## src/rtl/mips_mon_pkg.sv

```systemverilog
// Shared types and constants for the MIPS store-result monitor: FSM states, test IDs,
// memwrite encodings and the end-of-program signature table.
package mips_mon_pkg;

    typedef enum logic [1:0] {
        ST_RUN   = 2'd0,
        ST_DRAIN = 2'd1,
        ST_DONE  = 2'd2
    } mon_state_t;

    typedef enum logic [1:0] {
        ID_NONE      = 2'd0,
        ID_STANDARD2 = 2'd1,
        ID_POWER2    = 2'd2,
        ID_LOADSTORE = 2'd3
    } test_id_t;

    localparam logic [1:0] MW_NONE  = 2'b00;
    localparam logic [1:0] MW_WORD  = 2'b01;
    localparam logic [1:0] MW_DWORD = 2'b10;

    typedef struct packed {
        logic [63:0] addr;
        logic [63:0] data;
        test_id_t    id;
    } sig_entry_t;

    localparam int NUM_SIGS = 3;

    localparam sig_entry_t SIG_STANDARD2 = '{addr: 64'd100, data: 64'd7, id: ID_STANDARD2};
    localparam sig_entry_t SIG_POWER2    = '{addr: 64'd128, data: 64'd7, id: ID_POWER2};
    localparam sig_entry_t SIG_LOADSTORE = '{addr: 64'd80,  data: 64'd1, id: ID_LOADSTORE};

    // Index 0 is the rightmost element of the concatenation.
    localparam sig_entry_t [NUM_SIGS-1:0] SIG_TABLE = {SIG_LOADSTORE, SIG_POWER2, SIG_STANDARD2};

endpackage

```

## src/rtl/store_result_monitor_sig_match.sv

```systemverilog
// Combinational signature matcher: selects word/doubleword compare data and looks
// the store up in the signature table.
module sig_match
    import mips_mon_pkg::*;
(
    input  logic [1:0]  memwrite,
    input  logic [63:0] adr,
    input  logic [63:0] data,
    output logic        hit,
    output test_id_t    id
);

    logic                w_is_word;
    logic                w_is_dword;
    logic [63:0]         w_cmp_data;
    logic [NUM_SIGS-1:0] w_entry_hit;
    test_id_t            w_id;

    // Both 10 and 11 are doubleword stores, so only bit 1 decides.
    assign w_is_word  = (memwrite == MW_WORD);
    assign w_is_dword = ((memwrite & MW_DWORD) == MW_DWORD);
    assign w_cmp_data = w_is_dword ? data : {32'b0, data[31:0]};

    genvar gi;
    generate
        for (gi = 0; gi < NUM_SIGS; gi++) begin : g_entry
            assign w_entry_hit[gi] = (adr == SIG_TABLE[gi].addr) &&
                                     (w_cmp_data == SIG_TABLE[gi].data);
        end
    endgenerate

    always_comb begin
        w_id = ID_NONE;
        for (int i = 0; i < NUM_SIGS; i++) begin
            if (w_entry_hit[i]) begin
                w_id = SIG_TABLE[i].id;
            end
        end
    end

    assign hit = (w_is_word || w_is_dword) && (|w_entry_hit);
    assign id  = hit ? w_id : ID_NONE;

endmodule

```

## src/rtl/store_result_monitor.sv

```systemverilog
// Store-bus self-check monitor with cycle watchdog and sticky pass/fail verdict.
// Optional store counter is enabled by defining STORE_COUNT_EN.
module store_result_monitor
    import mips_mon_pkg::*;
#(
    parameter int TIMEOUT_CYCLES = 512,
    parameter int DRAIN_CYCLES   = 10,
    parameter int CNT_W          = 10
) (
    input  logic             clk,
    input  logic             reset,
    input  logic             clear,
    input  logic [1:0]       memwrite,
    input  logic [63:0]      dataadr,
    input  logic [63:0]      writedata,
    output logic             halt,
    output logic             done,
    output logic             pass,
    output logic             fail,
    output logic [1:0]       test_id,
    output logic [CNT_W-1:0] cycles,
    output logic [15:0]      store_count
);

    localparam int DR_W = (DRAIN_CYCLES > 1) ? $clog2(DRAIN_CYCLES) : 1;
    localparam logic [CNT_W-1:0] CYC_LAST = CNT_W'(TIMEOUT_CYCLES - 1);
    localparam logic [DR_W-1:0]  DRN_LAST = DR_W'(DRAIN_CYCLES - 1);

    mon_state_t       r_state;
    logic [CNT_W-1:0] r_cycles;
    logic [DR_W-1:0]  r_drain;
    logic             r_halt;
    logic             r_done;
    logic             r_pass;
    logic             r_fail;
    logic [1:0]       r_test_id;
    logic             w_hit;
    test_id_t         w_id;

    sig_match u_sig_match (
        .memwrite (memwrite),
        .adr      (dataadr),
        .data     (writedata),
        .hit      (w_hit),
        .id       (w_id)
    );

    always_ff @(posedge clk or negedge reset) begin
        if (!reset) begin
            r_state   <= ST_RUN;
            r_cycles  <= '0;
            r_drain   <= '0;
            r_halt    <= 1'b0;
            r_done    <= 1'b0;
            r_pass    <= 1'b0;
            r_fail    <= 1'b0;
            r_test_id <= 2'd0;
        end else if (clear) begin
            r_state   <= ST_RUN;
            r_cycles  <= '0;
            r_drain   <= '0;
            r_halt    <= 1'b0;
            r_done    <= 1'b0;
            r_pass    <= 1'b0;
            r_fail    <= 1'b0;
            r_test_id <= 2'd0;
        end else begin
            case (r_state)
                ST_RUN: begin
                    // A match on the watchdog cycle still counts as a pass.
                    if (w_hit) begin
                        r_pass    <= 1'b1;
                        r_halt    <= 1'b1;
                        r_test_id <= w_id;
                        r_drain   <= '0;
                        r_state   <= ST_DRAIN;
                    end else if (r_cycles == CYC_LAST) begin
                        r_fail    <= 1'b1;
                        r_done    <= 1'b1;
                        r_halt    <= 1'b1;
                        r_test_id <= 2'd0;
                        r_state   <= ST_DONE;
                    end else begin
                        r_cycles <= r_cycles + 1'b1;
                    end
                end
                ST_DRAIN: begin
                    if (r_drain == DRN_LAST) begin
                        r_done  <= 1'b1;
                        r_state <= ST_DONE;
                    end else begin
                        r_drain <= r_drain + 1'b1;
                    end
                end
                ST_DONE: begin
                    r_state <= ST_DONE;
                end
                default: begin
                    r_state <= ST_RUN;
                end
            endcase
        end
    end

    assign halt    = r_halt;
    assign done    = r_done;
    assign pass    = r_pass;
    assign fail    = r_fail;
    assign test_id = r_test_id;
    assign cycles  = r_cycles;

`ifdef STORE_COUNT_EN
    logic [15:0] r_store_count;

    always_ff @(posedge clk or negedge reset) begin
        if (!reset) begin
            r_store_count <= 16'd0;
        end else if (clear) begin
            r_store_count <= 16'd0;
        end else if ((r_state == ST_RUN) && (memwrite != MW_NONE) &&
                     (r_store_count != 16'hFFFF)) begin
            r_store_count <= r_store_count + 16'd1;
        end
    end

    assign store_count = r_store_count;
`else
    assign store_count = 16'd0;
`endif

endmodule

```

## config.mk

```make
export PLATFORM = sky130hd
export DESIGN_NAME = store_result_monitor
export DESIGN_NICKNAME = d
export VERILOG_FILES = /design/src/rtl/mips_mon_pkg.sv /design/src/rtl/store_result_monitor_sig_match.sv /design/src/rtl/store_result_monitor.sv
export SDC_FILE = /design/constraint.sdc
export NUM_CORES = 1
export LEC_CHECK = 0
export BUFFER_PORTS_ARGS = -buffer_cell sky130_fd_sc_hd__buf_2
export CORE_ASPECT_RATIO = 1.25
export CORE_UTILIZATION = 40
export CTS_CLUSTER_DIAMETER = 50
export DETAILED_ROUTE_END_ITERATION = 8
export PLACE_DENSITY_LB_ADDON = 0.2
export SYNTH_ARGS = -nofsm -noshare
export SYNTH_HDL_FRONTEND = slang
export SYNTH_SLANG_ARGS = --single-unit
```

## constraint.sdc

```tcl
create_clock -name clk -period 6 [get_ports clk]
set_input_delay 0 -clock clk [delete_from_list [all_inputs] [get_ports clk]]
set_output_delay 0 -clock clk [all_outputs]
set_load 0.05 [all_outputs]
```

==> results of run 1 <==
[synth_stat cells (4+ instances only)]
cell	count	area [µm²]
nor2b_1	5	31.3
nand4_1	10	62.6
a21oi_1	14	70.1
dfrtp_1	22	551
clkbuf_1	4	15.0
ha_1	6	75.1
nand2_1	11	41.3
nand3_1	10	50.1
a31oi_1	4	25.0
or3_1	5	31.3
nor3_1	6	30.0
nor2_1	18	67.6
o31ai_1	4	30.0
or4_1	5	37.5
o21ai_0	12	60.1
nor4_1	29	181
buf_4	16	120
inv_1	10	37.5
[flip-flops by register name, summed over array words and instances (netlist names)]
| signal | cells |
|---|---|
| cycles | 10 |
| r_drain | 4 |
| r_state | 2 |
| test_id | 2 |
| done | 1 |
| fail | 1 |
| halt | 1 |
| pass | 1 |
[worst min path at each step]
stage	startpoint	endpoint	slack [ps]	depth (start not counted)
after floorplan	reset	cycles[0]$_DFFE_PN0P_	-300	0
after CTS	clear	r_state[0]$_DFFE_PN0P_	160	2
final	clear	r_state[0]$_DFFE_PN0P_	160	2
after global routing	clear	fail$_DFFE_PN0P_	200	2
after detailed placement	reset	cycles[5]$_DFFE_PN0P_	3	1
after global placement	reset	cycles[5]$_DFFE_PN0P_	-2	1
[power groups by stage]
| stage | Combinational [mW] | Sequential [mW] | Clock, mW |
|---|---|---|---|
| 2_1_floorplan | 0.0417 | 0.160 | 0 |
| 3_3_place_gp | 0.0894 | 0.154 | 0 |
| 3_5_place_dp | 0.0908 | 0.154 | 0 |
| 4_1_cts | 0.0916 | 0.151 | 0.143 |
| 5_1_grt | 0.0988 | 0.152 | 0.151 |
| 6_report | 0.0911 | 0.151 | 0.141 |
[per-layer routing]
metal | vias to the layer above | routed length [µm] | part of all wire
met5 | - | 0 | 0
met4 | 0 | 36 | 0.0061
met3 | 4 | 427 | 0.073
met2 | 116 | 2980 | 0.51
met1 | 1001 | 2430 | 0.41
li1 | 1099 | - | -
[area by class of cell]
type                            count  area share
Multi-Input combinational cell    179       0.420
Timing Repair Buffer              150       0.295
Sequential cell                    22       0.214
Tap cell                           56      0.0273
Clock buffer                        3      0.0161
Inverter                           10      0.0146
Clock inverter                      1      0.0117
Antenna cell                        1    0.000974
[cells by family after synthesis]
logic type / synth area share
compound gates: 0.167
buf+inv: 0.102
simple gates: 0.347
other cells: 0.00214
mux: 0.0250
fa+ha+maj: 0.0429
flops: 0.315
[through the flow]
stage | total power, mW | util | setup slack [ps]
final | 0.383 | 0.622 | 3380
after global routing | 0.401 | 0.621 | 3230
after CTS | 0.386 | 0.621 | 3370
after detailed placement | 0.245 | 0.601 | 3400
after global placement | 0.244 | 0.601 | 3520
after floorplan | 0.202 | - | 3630
[repair_timing]
action	in CTS	in global routing
hold buffers	1	0
gates resized for setup	0	0
hold endpoints to repair	22	0
==> flow_summary.json, run 1 <==
{
  "core-area_um2": 4130,
  "max_stage_delay_ps": 690,
  "cp_max_fo": 9,
  "worstSetupStartpointType": "register",
  "dp_hpwl_um": 4820,
  "p_sw_mw": 0.107,
  "leakagePower_nw": 1.30,
  "die_h_um": 76.0,
  "finalCritPeriodShare": 0.436,
  "rows": 26,
  "crit_chain": "ha_1, nand3_1, or2_2, nor3_1, buf_4, o21a_1, mux2_2",
  "clkTransAtPathRegs_ps": 80,
  "hold_viol": 0,
  "final_cell_area_um2": 2570,
  "fin_nets": 505,
  "setup_viol": 0,
  "synth_area_um2": 1750,
  "required_ps": 6160,
  "grt_pass1_wl_um": 9100,
  "antenna_found_initial": 0,
  "cp_slowest_cell": "nor3_1",
  "worst_pin_slew_ps": 1030,
  "r2r_cells": 7,
  "r2r_slack_ps": 3380,
  "clock_sinks": 22,
  "synthArstFlopShare": 1.00,
  "skew_ps": 3.71,
  "cts_made_buffers": 3,
  "p_per_area_nw_per_um2": 149,
  "dr.pass1.iters": 4,
  "path_class": "reg -> reg",
  "cp-endpoint": "test_id[1]$_DFFE_PN0P_",
  "post-route-min-period_ps": 2620,
  "hp-class": "in -> reg",
  "cp-startpoint": "cycles[0]$_DFFE_PN0P_",
  "final_cell_mix": "148 x buf_2, 29 x nor4_1, 22 x dfrtp_1",
  "die_area_um2": 4650,
  "port_buffers": 148,
  "hold_slack_ps": 159,
  "max_freq_ghz": 0.382,
  "r2r-start": "cycles[0]$_DFFE_PN0P_",
  "avgSynthCellArea_um2": 8.07,
  "reg2reg_to": "test_id[1]$_DFFE_PN0P_",
  "vdd_drop_max_mv": 0.0951,
  "arrival_ps": 2780,
  "post_drt_wl_per_cell_um": 13.9,
  "met2_usage": 0.461,
  "syn2layout_area_growth_pct": 46.7,
  "grt_pass1_vias": 2074,
  "gr-total-overflow": 0,
  "nFillCells": 398,
  "critPathTopFamily": "simple AND/OR/NAND/NOR gates",
  "pwr-share-seq": 0.395,
  "grt_max_degree": 25,
  "grt_use_total": 0.260,
  "via_count": 2220,
  "yosys_warnings": 0,
  "seq_area_frac_synth": 0.315,
  "cts_root_buf": "clkbuf_8",
  "maxSlewViolCount": 0,
  "worst-path-buf-inv": 1,
  "outcome": "finished clean",
  "dieWidth_um": 61.2,
  "ys_ff_latch": 22,
  "p_int_mw": 0.276,
  "endpoint_kind": "register",
  "place_congestion": 0.897,
  "tns_ps": 0,
  "grt_setup_unrepaired": "no",
  "final_common_cell": "buf_2",
  "synth_edf_count": 0,
  "p_clk_frac": 0.367,
  "p_comb_frac": 0.238,
  "grt.met3_usage": 0.0341,
  "swShare": 0.279,
  "netlist_instances": 217,
  "drt_iter0_drc": 54,
  "cp_num_cells": 7,
  "placed_cell_area_um2": 2480,
  "io_pins": 165,
  "met1_usage": 0.318,
  "seqCellArea_um2": 551,
  "detail-route-antenna-nets": 0,
  "htreeDepth": 1,
  "routed_via_density": 5.26,
  "drc": 0,
  "grt_busiest_layer": "met2",
  "drive_gt1_frac": 0.438,
  "cts_setup_buffers": 0,
  "start_util": 0.424,
  "maxCapViolCount": 0,
  "synth.distinct_cells": 40,
  "worstSkewPairLatency_ps": 270,
  "cts.path.max_buffers": 2,
  "layout.cells.non_filler": 422,
  "multi_input_area_um2": 1080,
  "place_inst": 416,
  "cts_tree": "done",
  "ys.flop_type": "dfrtp_1",
  "max_slew_margin": 0.308,
  "routed_wl_um": 5870
}
Power figures use the tool's default switching activity.
==> inputs of run 2 (changes only) <==
--- a/config.mk
+++ b/config.mk
@@ -7,7 +7,7 @@
 export LEC_CHECK = 0
 export BUFFER_PORTS_ARGS = -buffer_cell sky130_fd_sc_hd__buf_2
 export CORE_ASPECT_RATIO = 1.25
-export CORE_UTILIZATION = 40
+export CORE_UTILIZATION = 34
 export CTS_CLUSTER_DIAMETER = 50
 export DETAILED_ROUTE_END_ITERATION = 8
 export PLACE_DENSITY_LB_ADDON = 0.2
==> constraint.sdc (replaced) <==
create_clock -name clk -period 2.2 [get_ports clk]
set_input_delay 0 -clock clk [delete_from_list [all_inputs] [get_ports clk]]
set_output_delay 0 -clock clk [all_outputs]
set_load 0.05 [all_outputs]
==> flow_summary.json, run 2 (synthesized netlist as in run 1, its figures left out) <==
{
  "cts_tree": "done",
  "setup_viol": 0,
  "outcome": "finished clean",
  "die_h_um": 82.2,
  "routed_via_density": 5.11,
  "grt.met3_usage": 0.0247,
  "maxCapViolCount": 0,
  "final_cell_mix": "148 x buf_2, 29 x nor4_1, 20 x dfrtp_1",
  "cts_root_buf": "clkbuf_8",
  "design_power_total_mw": 1.05,
  "grt_pass1_wl_um": 9000,
  "syn2layout_area_growth_pct": 52.5,
  "clock_sinks": 22,
  "leakagePower_nw": 1.35,
  "vdd_drop_max_mv": 0.221,
  "max_freq_ghz": 0.486,
  "start_util": 0.362,
  "grt_max_degree": 25,
  "worst-path-buf-inv": 1,
  "htreeDepth": 1,
  "antenna_found_initial": 0,
  "final_common_cell": "buf_2",
  "critPathTopFamily": "simple AND/OR/NAND/NOR gates",
  "detail-route-antenna-nets": 0,
  "cp_max_fo": 9,
  "p_per_area_nw_per_um2": 394,
  "grt_busiest_layer": "met2",
  "dieWidth_um": 66.2,
  "routed_wl_um": 5830,
  "via_count": 2234,
  "finalCritPeriodShare": 0.935,
  "max_slew_margin": 0.656,
  "cts.path.max_buffers": 2,
  "post-route-min-period_ps": 2060,
  "place_inst": 432,
  "cp_slowest_cell": "dfrtp_2",
  "antennaDiodeCount": 0,
  "grt_use_total": 0.215,
  "cts_made_buffers": 3,
  "cts_setup_buffers": 0,
  "worst_pin_slew_ps": 516,
  "met2_usage": 0.428,
  "arrival_ps": 2210,
  "dr.pass1.iters": 4,
  "gr-total-overflow": 0,
  "layout.cells.non_filler": 437,
  "die_area_um2": 5440,
  "grt_pass1_vias": 2119,
  "rows": 28,
  "worstSkewPairLatency_ps": 260,
  "required_ps": 2350,
  "worstSetupStartpointType": "register",
  "io_pins": 165,
  "port_buffers": 148,
  "placed_cell_area_um2": 2580,
  "tns_ps": 0,
  "r2r_slack_ps": 140,
  "place_congestion": 0.830,
  "crit_chain": "ha_1, nand3_1, or2_2, nor3_2, buf_4, o21a_1, mux2_2",
  "core-area_um2": 4830,
  "endpoint_kind": "register",
  "post_drt_wl_per_cell_um": 13.3,
  "hold_viol": 0,
  "max_stage_delay_ps": 400,
  "met1_usage": 0.226,
  "clkTransAtPathRegs_ps": 90,
  "skew_ps": 2.64,
  "drive_gt1_frac": 0.464,
  "drc": 0,
  "final_cell_area_um2": 2670,
  "path_class": "reg -> reg",
  "fin_nets": 517,
  "grt_setup_unrepaired": "no",
  "dp_hpwl_um": 4900,
  "hp-class": "in -> reg",
  "maxSlewViolCount": 0,
  "largest_reg_flops": 10,
  "drt_iter0_drc": 52
}
==> run 2: changes by cell type in the layout (fill, tap and decap cells not counted), sizes merged <==
cell / previous run / this run
buf: 149 / 161
diode: 1 / 0
==> run 2: repair_timing <==
item / in CTS / in global routing
gates resized for setup: 0 / 1
endpoints found under the setup margin: 0 / 2
hold buffers: 1 / 0
endpoints found under the hold margin: 22 / 0
==> run 2: stage by stage <==
stage	hold slack, ps	utilization	worst slack (ps)
5_1_grt	201	0.552	8.69
4_1_cts	176	0.551	86.5
2_1_floorplan	-296	-	61.7
6_report	175	0.552	143
3_5_place_dp	3.95	0.534	-24.3
3_3_place_gp	1.93	0.534	48.3
==> run 2: metal layers <==
layer	wire (µm)	up-vias
met5	0	-
met2	3080	101
li1	-	1119
met4	162	0
met3	301	10
met1	2280	1004
==> run 2: path summary, 6_finish.rpt <==
path                                       start                     end  cells past startpoint
max                        cycles[1]$_DFFE_PN0P_  test_id[1]$_DFFE_PN0P_                      7
min                                        clear        fail$_DFFE_PN0P_                      2
max reg2reg                cycles[1]$_DFFE_PN0P_  test_id[1]$_DFFE_PN0P_                      7
min reg2reg                     halt$_DFFE_PN0P_        halt$_DFFE_PN0P_                      1
max in group asynchronous                  reset   cycles[0]$_DFFE_PN0P_                      2
min in group asynchronous                  reset   cycles[3]$_DFFE_PN0P_                      2
==> run 2: area by class of cell <==
cell class                 count  area, µm²
fill                         479       2170
multi-input combinational    179       1080
timing repair buffer         162        848
sequential                    22        553
tap                           60       75.1
clock buffer                   3       41.3
inverter                      10       37.5
clock inverter                 1       30.0
==> run 2: where the power goes <==
part | leakage, nW | total [mW] | internal [mW] | switching (mW)
Sequential | 0.302 | 0.413 | 0.409 | 0.00451
Combinational | 1.02 | 0.252 | 0.104 | 0.148
Clock | 0.0357 | 0.386 | 0.243 | 0.143
==> inputs of run 3 (changes only) <==
--- a/config.mk
+++ b/config.mk
@@ -7,7 +7,7 @@
 export LEC_CHECK = 0
 export BUFFER_PORTS_ARGS = -buffer_cell sky130_fd_sc_hd__buf_2
 export CORE_ASPECT_RATIO = 1.25
-export CORE_UTILIZATION = 34
+export CORE_UTILIZATION = 40
 export CTS_CLUSTER_DIAMETER = 50
 export DETAILED_ROUTE_END_ITERATION = 8
 export PLACE_DENSITY_LB_ADDON = 0.2
==> constraint.sdc (replaced) <==
create_clock -name clk -period 2.6 [get_ports clk]
set_input_delay 0 -clock clk [delete_from_list [all_inputs] [get_ports clk]]
set_output_delay 0 -clock clk [all_outputs]
set_load 0.05 [all_outputs]
==> flow_summary.json, run 3 (synthesized netlist as in run 1, its figures left out) <==
{
  "outcome": "finished clean",
  "routed_wl_um": 5960,
  "ctsResizeCount": 0,
  "worst_pin_slew_ps": 687,
  "cts.path.max_buffers": 2,
  "drc": 0,
  "met1_usage": 0.335,
  "cp_max_fo": 9,
  "crit_chain": "buf_2, or3b_1, or4_4, a311oi_4, a31oi_1, or4_1, a31oi_1",
  "arrival_ps": 2280,
  "dp_hpwl_um": 4850,
  "p_per_area_nw_per_um2": 345,
  "die_h_um": 76.0,
  "seqCellArea_um2": 551,
  "drt_iter0_drc": 75,
  "clkTransAtPathRegs_ps": 90,
  "maxSlewViolCount": 0,
  "r2r_slack_ps": 540,
  "hp-class": "in -> reg",
  "hold_slack_ps": 160,
  "grt_busiest_layer": "met2",
  "setup_viol": 0,
  "via_count": 2255,
  "post-route-min-period_ps": 2090,
  "vdd_drop_max_mv": 0.223,
  "htreeDepth": 1,
  "tns_ps": 0,
  "rows": 26,
  "clock_sinks": 22,
  "design_power_total_mw": 0.892,
  "start_util": 0.424,
  "crit_top_cell": "a31oi_1",
  "final_cell_mix": "148 x buf_2, 29 x nor4_1, 22 x dfrtp_1",
  "leakagePower_nw": 1.31,
  "max_freq_ghz": 0.478,
  "worstSetupStartpointType": "input port",
  "cts_hold_buffers": 1,
  "grt.met3_usage": 0.0444,
  "met2_usage": 0.436,
  "hold_viol": 0,
  "max_slew_margin": 0.540,
  "placed_cell_area_um2": 2510,
  "dieWidth_um": 61.2,
  "required_ps": 2790,
  "grt_pass1_vias": 2057,
  "cts_made_buffers": 3,
  "final_cell_area_um2": 2590,
  "endpoint_kind": "register",
  "finalCritPeriodShare": 0.804,
  "cts_root_buf": "clkbuf_8",
  "gr-total-overflow": 0,
  "skew_ps": 6.03,
  "routed_via_density": 5.32,
  "cts_tree": "done",
  "cp_slowest_cell": "or4_1",
  "die_area_um2": 4650,
  "maxCapViolCount": 0,
  "grt_max_degree": 25,
  "core-area_um2": 4130,
  "final_common_cell": "buf_2",
  "detail-route-antenna-nets": 0,
  "path_class": "in -> reg",
  "grt_use_total": 0.260,
  "nFillCells": 397,
  "place_congestion": 0.874,
  "antennaDiodeCount": 0,
  "grt_setup_unrepaired": "no",
  "antenna_found_initial": 0,
  "drive_gt1_frac": 0.443,
  "syn2layout_area_growth_pct": 47.9,
  "post_drt_wl_per_cell_um": 14.0,
  "worstSkewPairLatency_ps": 270,
  "cts_setup_buffers": 0,
  "largest_reg_flops": 10,
  "io_pins": 165,
  "max_stage_delay_ps": 540,
  "port_buffers": 148,
  "multi_input_area_um2": 1080,
  "fin_nets": 508,
  "grt_pass1_wl_um": 9160,
  "dr.pass1.iters": 4
}
## run 3: worst max-delay path: cells and delay by family
| kind | cells | cell delay, ps |
|---|---|---|
| AOI/OAI and AO/OA | 3 | 720 |
| buffers and inverters | 1 | 100 |
| and+or+nand+nor | 3 | 1440 |
## run 3: final timing paths
path / from / end / cells after the start
worst max-delay path: writedata[1] / r_drain[3]$_DFFE_PN0P_ / 7
worst min-delay path: clear / r_state[0]$_DFFE_PN0P_ / 2
worst max register to register: cycles[0]$_DFFE_PN0P_ / cycles[4]$_DFFE_PN0P_ / 7
worst min register to register: pass$_DFFE_PN0P_ / pass$_DFFE_PN0P_ / 2
max in group asynchronous: reset / test_id[1]$_DFFE_PN0P_ / 2
min in group asynchronous: reset / cycles[0]$_DFFE_PN0P_ / 2
## run 3: layer usage
layer	part of all wire	vias to the layer above	wire length [µm]
met1	0.42	1008	2470
met3	0.081	8	485
met2	0.50	135	2950
met5	0	-	0
met4	0.0081	0	48
li1	-	1104	-
## run 3: area by class of cell
type	count	share of cell area
Clock inverter	1	0.0116
Tap cell	56	0.0271
Clock buffer	3	0.0159
Timing Repair Buffer	153	0.302
Multi-Input combinational cell	179	0.417
Sequential cell	22	0.213
Inverter	10	0.0145
## run 3: per-stage QoR
stage | setup slack [ps] | instances | utilization
2_1_floorplan | 229 | 232 | -
3_3_place_gp | 306 | 419 | 0.607
3_5_place_dp | 244 | 419 | 0.607
4_1_cts | 516 | 424 | 0.627
5_1_grt | 347 | 424 | 0.627
6_report | 510 | 424 | 0.627
## run 3: power breakdown
part	internal (mW)	total, mW	switching [mW]
Sequential	0.345	0.349	0.00363
Combinational	0.0864	0.210	0.124
Clock	0.206	0.333	0.127
